[config.mk]
export PLATFORM = sky130hd
export DESIGN_NAME = gost_89_gamma_ctrl
export DESIGN_NICKNAME = d
export VERILOG_FILES = /design/src/rtl/gost_89_gamma_ctrl.sv
export SDC_FILE = /design/constraint.sdc
export NUM_CORES = 1
export LEC_CHECK = 0
export BUFFER_PORTS_ARGS = -buffer_cell sky130_fd_sc_hd__buf_2
export CORE_MARGIN = 5
export CORE_UTILIZATION = 35
export DETAILED_ROUTE_END_ITERATION = 10
export PLACE_DENSITY_LB_ADDON = 0.25
export SETUP_SLACK_MARGIN = 0.15
export SYNTH_ARGS = -nofsm -noshare
export SYNTH_HDL_FRONTEND = slang
export SYNTH_SLANG_ARGS = --single-unit
export TNS_END_PERCENT = 30
[constraint.sdc]
create_clock -name clk -period 10 [get_ports clk]
set_input_delay 2 -clock clk [delete_from_list [all_inputs] [get_ports clk]]
set_output_delay 2 -clock clk [all_outputs]
set_load 0.1 [all_outputs]
[src/rtl/gost_89_gamma_ctrl.sv]
// rtl/gost_89_gamma_ctrl.sv - GOST 28147-89 gamma (counter) mode controller around the cipher core
module gost_89_gamma_ctrl #(
    parameter logic [31:0] C1 = 32'h01010104,
    parameter logic [31:0] C2 = 32'h01010101
) (
    input  logic        clk,
    input  logic        rst,
    input  logic        iv_valid,
    input  logic [63:0] iv,
    output logic        iv_ready,
    input  logic        din_valid,
    input  logic [63:0] din,
    output logic        din_ready,
    output logic        dout_valid,
    output logic [63:0] dout,
    input  logic        dout_ready,
    output logic        busy,
    output logic        core_load,
    output logic        core_mode,
    output logic [63:0] core_pdata,
    input  logic        core_done,
    input  logic [63:0] core_cdata
);

    typedef enum logic [2:0] {
        IDLE      = 3'd0,
        INIT_LOAD = 3'd1,
        INIT_WAIT = 3'd2,
        READY     = 3'd3,
        BLK_LOAD  = 3'd4,
        BLK_WAIT  = 3'd5,
        OUT       = 3'd6
    } state_t;

    state_t      state;
    logic [31:0] n3;
    logic [31:0] n4;
    logic [63:0] data_q;
    logic [5:0]  wait_cnt;

    logic        done_ok;
    logic [32:0] n4_sum;
    logic [31:0] n4_step;
    logic [31:0] n3_step;

    // The core's done is free-running; only a pulse at least two cycles
    // after our load belongs to the run we started.
    assign done_ok = core_done && (wait_cnt >= 6'd2);

    // N4 adds modulo 2^32-1 via end-around carry; the carry never ripples
    // twice, so 0xFFFFFFFF survives as a legal value.
    assign n4_sum  = {1'b0, n4} + {1'b0, C1};
    assign n4_step = n4_sum[31:0] + {31'd0, n4_sum[32]};
    assign n3_step = n3 + C2;

    assign iv_ready   = (state == IDLE) || (state == READY);
    assign din_ready  = (state == READY);
    assign busy       = !iv_ready;
    assign core_mode  = 1'b0;
    assign core_pdata = {n4, n3};

    // Control FSM: synchro load, initial encryption, per-block counter step and gamma XOR.
    always_ff @(posedge clk or negedge rst) begin
        if (!rst) begin
            state      <= IDLE;
            n3         <= 32'd0;
            n4         <= 32'd0;
            data_q     <= 64'd0;
            dout       <= 64'd0;
            dout_valid <= 1'b0;
            core_load  <= 1'b0;
            wait_cnt   <= 6'd0;
        end else begin
            core_load <= 1'b0;
            case (state)
                IDLE: begin
                    if (iv_valid) begin
                        {n4, n3}  <= iv;
                        core_load <= 1'b1;
                        state     <= INIT_LOAD;
                    end
                end
                INIT_LOAD: begin
                    wait_cnt <= 6'd0;
                    state    <= INIT_WAIT;
                end
                INIT_WAIT: begin
                    if (done_ok) begin
                        {n4, n3} <= core_cdata;
                        state    <= READY;
                    end else if (wait_cnt == 6'd63) begin
                        state <= IDLE;
                    end else begin
                        wait_cnt <= wait_cnt + 6'd1;
                    end
                end
                READY: begin
                    // A new synchro wins over a pending data block.
                    if (iv_valid) begin
                        {n4, n3}  <= iv;
                        core_load <= 1'b1;
                        state     <= INIT_LOAD;
                    end else if (din_valid) begin
                        data_q    <= din;
                        n3        <= n3_step;
                        n4        <= n4_step;
                        core_load <= 1'b1;
                        state     <= BLK_LOAD;
                    end
                end
                BLK_LOAD: begin
                    wait_cnt <= 6'd0;
                    state    <= BLK_WAIT;
                end
                BLK_WAIT: begin
                    if (done_ok) begin
                        dout       <= data_q ^ core_cdata;
                        dout_valid <= 1'b1;
                        state      <= OUT;
                    end else if (wait_cnt == 6'd63) begin
                        state <= IDLE;
                    end else begin
                        wait_cnt <= wait_cnt + 6'd1;
                    end
                end
                OUT: begin
                    if (dout_ready) begin
                        dout_valid <= 1'b0;
                        state      <= READY;
                    end
                end
                default: state <= IDLE;
            endcase
        end
    end

endmodule
Word level (Yosys, flattened, before mapping) --
Cells that the tools add are included.
Operators by class: equal/unequal tests 14, add/sub/neg operators 4, div/mod/pow operators 0, multipliers 0, reduce and logical (&&, ||, !) cells 15, mux-type cells 28, shift operators 0, bitwise logic cells 2, order comparisons 1
Operators with widths (number):
- $mux 32 | 8
- $pmux 32 s3 | 2
- $xor 64x64->64 | 1
- $add 32x25->33 const B | 1
- $add 32x1->32 | 1
- $add 32x25->32 const B | 1
- $mux 3 | 7
- $pmux 3 s7 | 1
- $mux 6 | 2
- $ne 2x2->1 const B | 6
- $pmux 6 s2 | 1
- $reduce_and 3->1 | 4
- $eq 3x3->1 const B | 3
- $add 6x1->6 const B | 1
- $eq 3x2->1 const B | 2
- $eq 6x6->1 const B | 1
- $ge 6x2->1 const B | 1
- $mux 1 | 5
- $pmux 1 s2 | 2
- $reduce_and 4->1 | 1
- $reduce_bool 2->1 | 2
- $reduce_or 2->1 | 2
- $eq 3x1->1 const B | 1
- $logic_not 3->1 | 1
- other kinds (7) | 7
Storage, ports and cells: register bits after elaboration 203, output and inout port bits 134, input bits 198, latch bits 0, word-level logic and storage cells 72, memories kept 0, memory bits (read-only) 0, RAM bits 0

Longest topological paths before layout --
depth after elaboration 5, depth in mapped cells 16, mapped depth without buffers 15

Worst setup path before layout --
Ideal clock, no wire load.
path type register to output, start point reg state[0], end point out busy, slack 5757 ps, data required time 8000 ps, buffers on the path 3, stages on the path, launching flop included 7, data arrival time 2243 ps, cell sequence dfrtp_1 clkbuf_1 clkbuf_1 clkbuf_1 nor2_1 o21ba_2 inv_1
On the way: longest elaborated chain between the ends 3, elaborated cells between the ends (all ways) 4, classes of those cells eq/ne (1); reduce/logical (3)
RTL lines:
- from (decl) | line 35 | state_t state;
- from (signal assigned) | line 65 | state <= IDLE;
- from (signal assigned) | line 80 | state <= INIT_LOAD;
- from (signal assigned) | line 85 | state <= INIT_WAIT;
- $eq 3x2->1 or $logic_not 3->1 (tied branches) | line 56 | assign iv_ready = (state == IDLE) || (state == READY);
- $logic_or 1x1->1 * | line 56
- via iv_ready | line 10 | output logic iv_ready,
- $logic_not 1->1 * | line 58 | assign busy = !iv_ready;
- to (decl) | line 17 | output logic busy,
The timed path passes the listed nets; every way through them passes the cells marked *.

Worst setup path in the final report --
start point reg n4[2], end point reg n4[28]
On the way: longest elaborated chain between the ends 5
RTL lines:
- from (decl) | line 37 | logic [31:0] n4;
- from (signal assigned) | line 78 | {n4, n3} <= iv;
- from (signal assigned) | line 89 | {n4, n3} <= core_cdata;
- from (signal assigned) | line 100 | {n4, n3} <= iv;
- $add 32x25->33 | line 52 | assign n4_sum = {1'b0, n4} + {1'b0, C1};
- $add 32x1->32 | line 53 | assign n4_step = n4_sum[31:0] + {31'd0, n4_sum[32]};
- $mux 32 | line 103 | end else if (din_valid) begin
- $mux 32 | line 99 | if (iv_valid) begin
- $pmux 32 s3 | line 75 | case (state)
Every way passes these cells. The select of a mux whose other input is x is not followed. A chain may end at the register's enable or synchronous reset.

==> summary.md <==
| Metric | Value |
|---|---|
| DRT antenna net count | 0 |
| Post-synthesis async set-or-reset flop share | 100% |
| Sink Count | just over 200 |
| Number of vias per cell after detailed routing | 5.37 |
| Final setup violation count | 0 |
| Routed WL per cell | 19.8 um |
| Longest individual stage delay on the worst path | 560 ps |
| Inserted Clock Buffers | 26 |
| First-pass GRT wire length | 64700 um |
| DR iter-0 viols | 770 |
| Period Utilization, post-route | 46.1% |
| Number of synthesized flops with an enable pin | 0 |
| Buffers inserted by post-CTS timing repair | 0 |
| Cell Area, Synth | 11600 sq um |
| Warning count from the yosys run | 0 |
| Number of instances resized during post-cts repair | 0 |
| Achievable Freq | 217 MHz |
| Cell repeated most along the worst path | ha_1 |
| R2R setup slack | between 5000 and 6000 ps |
| Max-slew violation count | 0 |
| Data required time of the worst path | 10410 ps |
| Pin count of the biggest net entering global routing | around 90 |
| Minimum setup slack after placement | 4940 ps |
| Most instantiated flip-flop cell in the synthesis netlist | dfrtp_1 |
| Ports | 332 |
| Crit path time final | 4610 ps |
| Total track usage | 22.0% |
| Global placement routability congestion | slightly above 0.9 |
| Via count of the first global-routing pass | 11.3k |
| Worst-skew pair later-pin latency | roughly 530 ps |
| Synthesized netlist net count | around 1.6k |
| WS Path Type | flop to flop |
| Number of buffer cells added on primary ports | 330 |
| Total of flip-flops plus latches after synthesis | between 200 and 250 |
| Number of buffers on the longest clock path | 3 |
| Total number of H-tree levels | 1 |
| Vertical die dimension | 192 um |
| Pin slew with the least headroom to its limit | 1020 ps |
| Final-report hold violation count | 0 |
| Syn Inst Count | 1396 |
| Setup crit end kind | flop |
| Type of the most critical hold path | flop to flop |
| Crit path setup slack, layout | approximately 5400 ps |
| Result of the run | finished clean |
| Core region area | 32700 sq um |
| Number of violations of the max-capacitance limit | 0 |
| Standard-cell rows | 66 |
| Proportion of synthesized chip area in sequential cells | 43.7% |
| Proportion of layout cells with a drive suffix above 1 | 24.8% |
| Average size of a mapped cell | 8.34 sq um |
| Critical path launch point type | flop |
| Setup repair after global routing missed its margin | no |
| Count of TritonRoute iterations in the first routing pass | 5 |
| Worst Path Arrival | between 5000 and 6000 ps |
| Die footprint | approximately 37000 sq um |
| DR DRC count | 0 |
| Setup_tns | 0 ps |
| Final hold slack | about 470 ps |
| Post-CTS clock slew at the launch and capture registers of the worst setup and hold paths | 60 ps |
| Antenna violations before repair | 14 |
| Vias post-DR | 11.5k |
| Worst rel slew slack | approximately a third |
| Effective utilization at floorplan | 35.6% |
| Hold buffers post-CTS | 0 |
| Cell type of the slowest stage on the worst timing path | dfrtp_1 |
| Cell variety after synth | 84 |
| Total number of nets in the final design | around 1.9k |
| X dimension of the die | 192 um |
| DP Wirelength | approximately 30000 um |
| Clock skew after layout | roughly 12 ps |
| Total wire length after detailed routing | 42300 um |
| Total global routing overflow | 0 |
| Root cell of the clock tree | clkbuf_16 |
| Fin util | 44.5% |
| Synthesis-to-finish area growth | 25.1% |
| Critical path peak fanout | 14 |
| CP Cell Sequence | ha_1 -> inv_1 -> o21ai_2 -> a21boi_0 -> nor3_1 -> and4_1 -> ha_1 -> ha_1 -> and2_1 -> o21ai_1 -> nor3_1 -> nand2_1 -> o21bai_1 -> mux2_2 |
| Clock tree from TritonCTS | built |
[per-layer routing]
layer  part of all wire [%]  up-vias  GRT usage [%]
li1                       -     5503              -
met1                     42     5508           28.5
met2                     48      398           37.2
met3                    7.9       68           5.93
met4                    2.2       20           4.42
met5                   0.26        -              0
[kinds of logic after synthesis]
family	share of synthesized area [%]
and+or+nand+nor	21.9
AOI/OAI and AO/OA	22.3
DFF	43.7
buffers and inverters	4.04
xor gates and xnor gates	6.92
adders and majority gates	0.753
muxes	0.366
other	0.0322
[area by class of cell]
cell class                      count  area [sq um]
Fill cell                        3336         18100
Multi-Input combinational cell   1073          6160
Sequential cell                   203          5080
Timing Repair Buffer              345          1770
Clock buffer                       41           828
Tap cell                          442           553
Inverter                           25          93.8
Clock inverter                      7          65.1
Antenna cell                        4          10.0
[sequential cells by signal, summed over array words and instances, names as in the netlist]
signal and count:
n3 32, state 3, dout_valid 1, wait_cnt 6
n4 32, data_q 64, dout 64, core_load 1
[cells in the final DEF, fill, tap and decap left out, types with 10 or more instances in the layout]
master,n
xnor2_1,86
a222oi_1,19
dfrtp_1,203
nor3_1,27
clkbuf_8,10
buf_2,329
inv_1,24
o22ai_1,18
a31oi_1,12
nand2_1,346
a221oi_1,18
o21ai_0,162
nor2_1,83
o31ai_1,17
a22oi_1,10
a21oi_1,42
buf_4,15
clkbuf_16,27
nor4_1,13
nand4_1,11
nand3_1,14
and3_1,18
[synthesized netlist by cell type (all sizes together) (16+ instances only)]
cell type	n	area, sq um
a21oi	44	235
a221oi	18	158
a222oi	19	190
and3	18	113
buf	16	78.8
clkbuf	79	298
dfrtp	203	5080
inv	24	90.1
nand2	350	1320
nor2	86	323
nor3	28	151
o21ai	166	838
o22ai	18	113
o31ai	17	128
xnor2	86	753
[path summary, 6_finish.rpt]
kind	startpoint	endpoint	depth (start not counted)
max	n4[2]$_DFFE_PN0P_	n4[28]$_DFFE_PN0P_	14
min	dout[42]$_DFFE_PN0P_	dout[42]$_DFFE_PN0P_	2
max reg2reg	n4[2]$_DFFE_PN0P_	n4[28]$_DFFE_PN0P_	14
min reg2reg	dout[42]$_DFFE_PN0P_	dout[42]$_DFFE_PN0P_	2
max in group asynchronous	rst	n3[11]$_DFFE_PN0P_	2
min in group asynchronous	rst	data_q[41]$_DFFE_PN0P_	1
[worst max-delay path, delay by kind of cell (launching register included)]
family	cells	cell delay, ps
AND/OR/NAND/NOR	5	1530
AO/OA/AOI/OAI	4	930
adder cells (fa/ha/maj)	3	880
flip-flops	1	560
multiplexers	1	340
buffers and inverters	1	220
[through the flow]
step,std cells,instance area [sq um]
floorplan,1396,11600
global placement,2088,13700
detailed placement,2088,13700
CTS,2136,14600
global route,2138,14600
finish,2140,14600
Power is not shown: default switching activity piles up to over one toggle a cycle in this logic, so the estimate is an artifact.
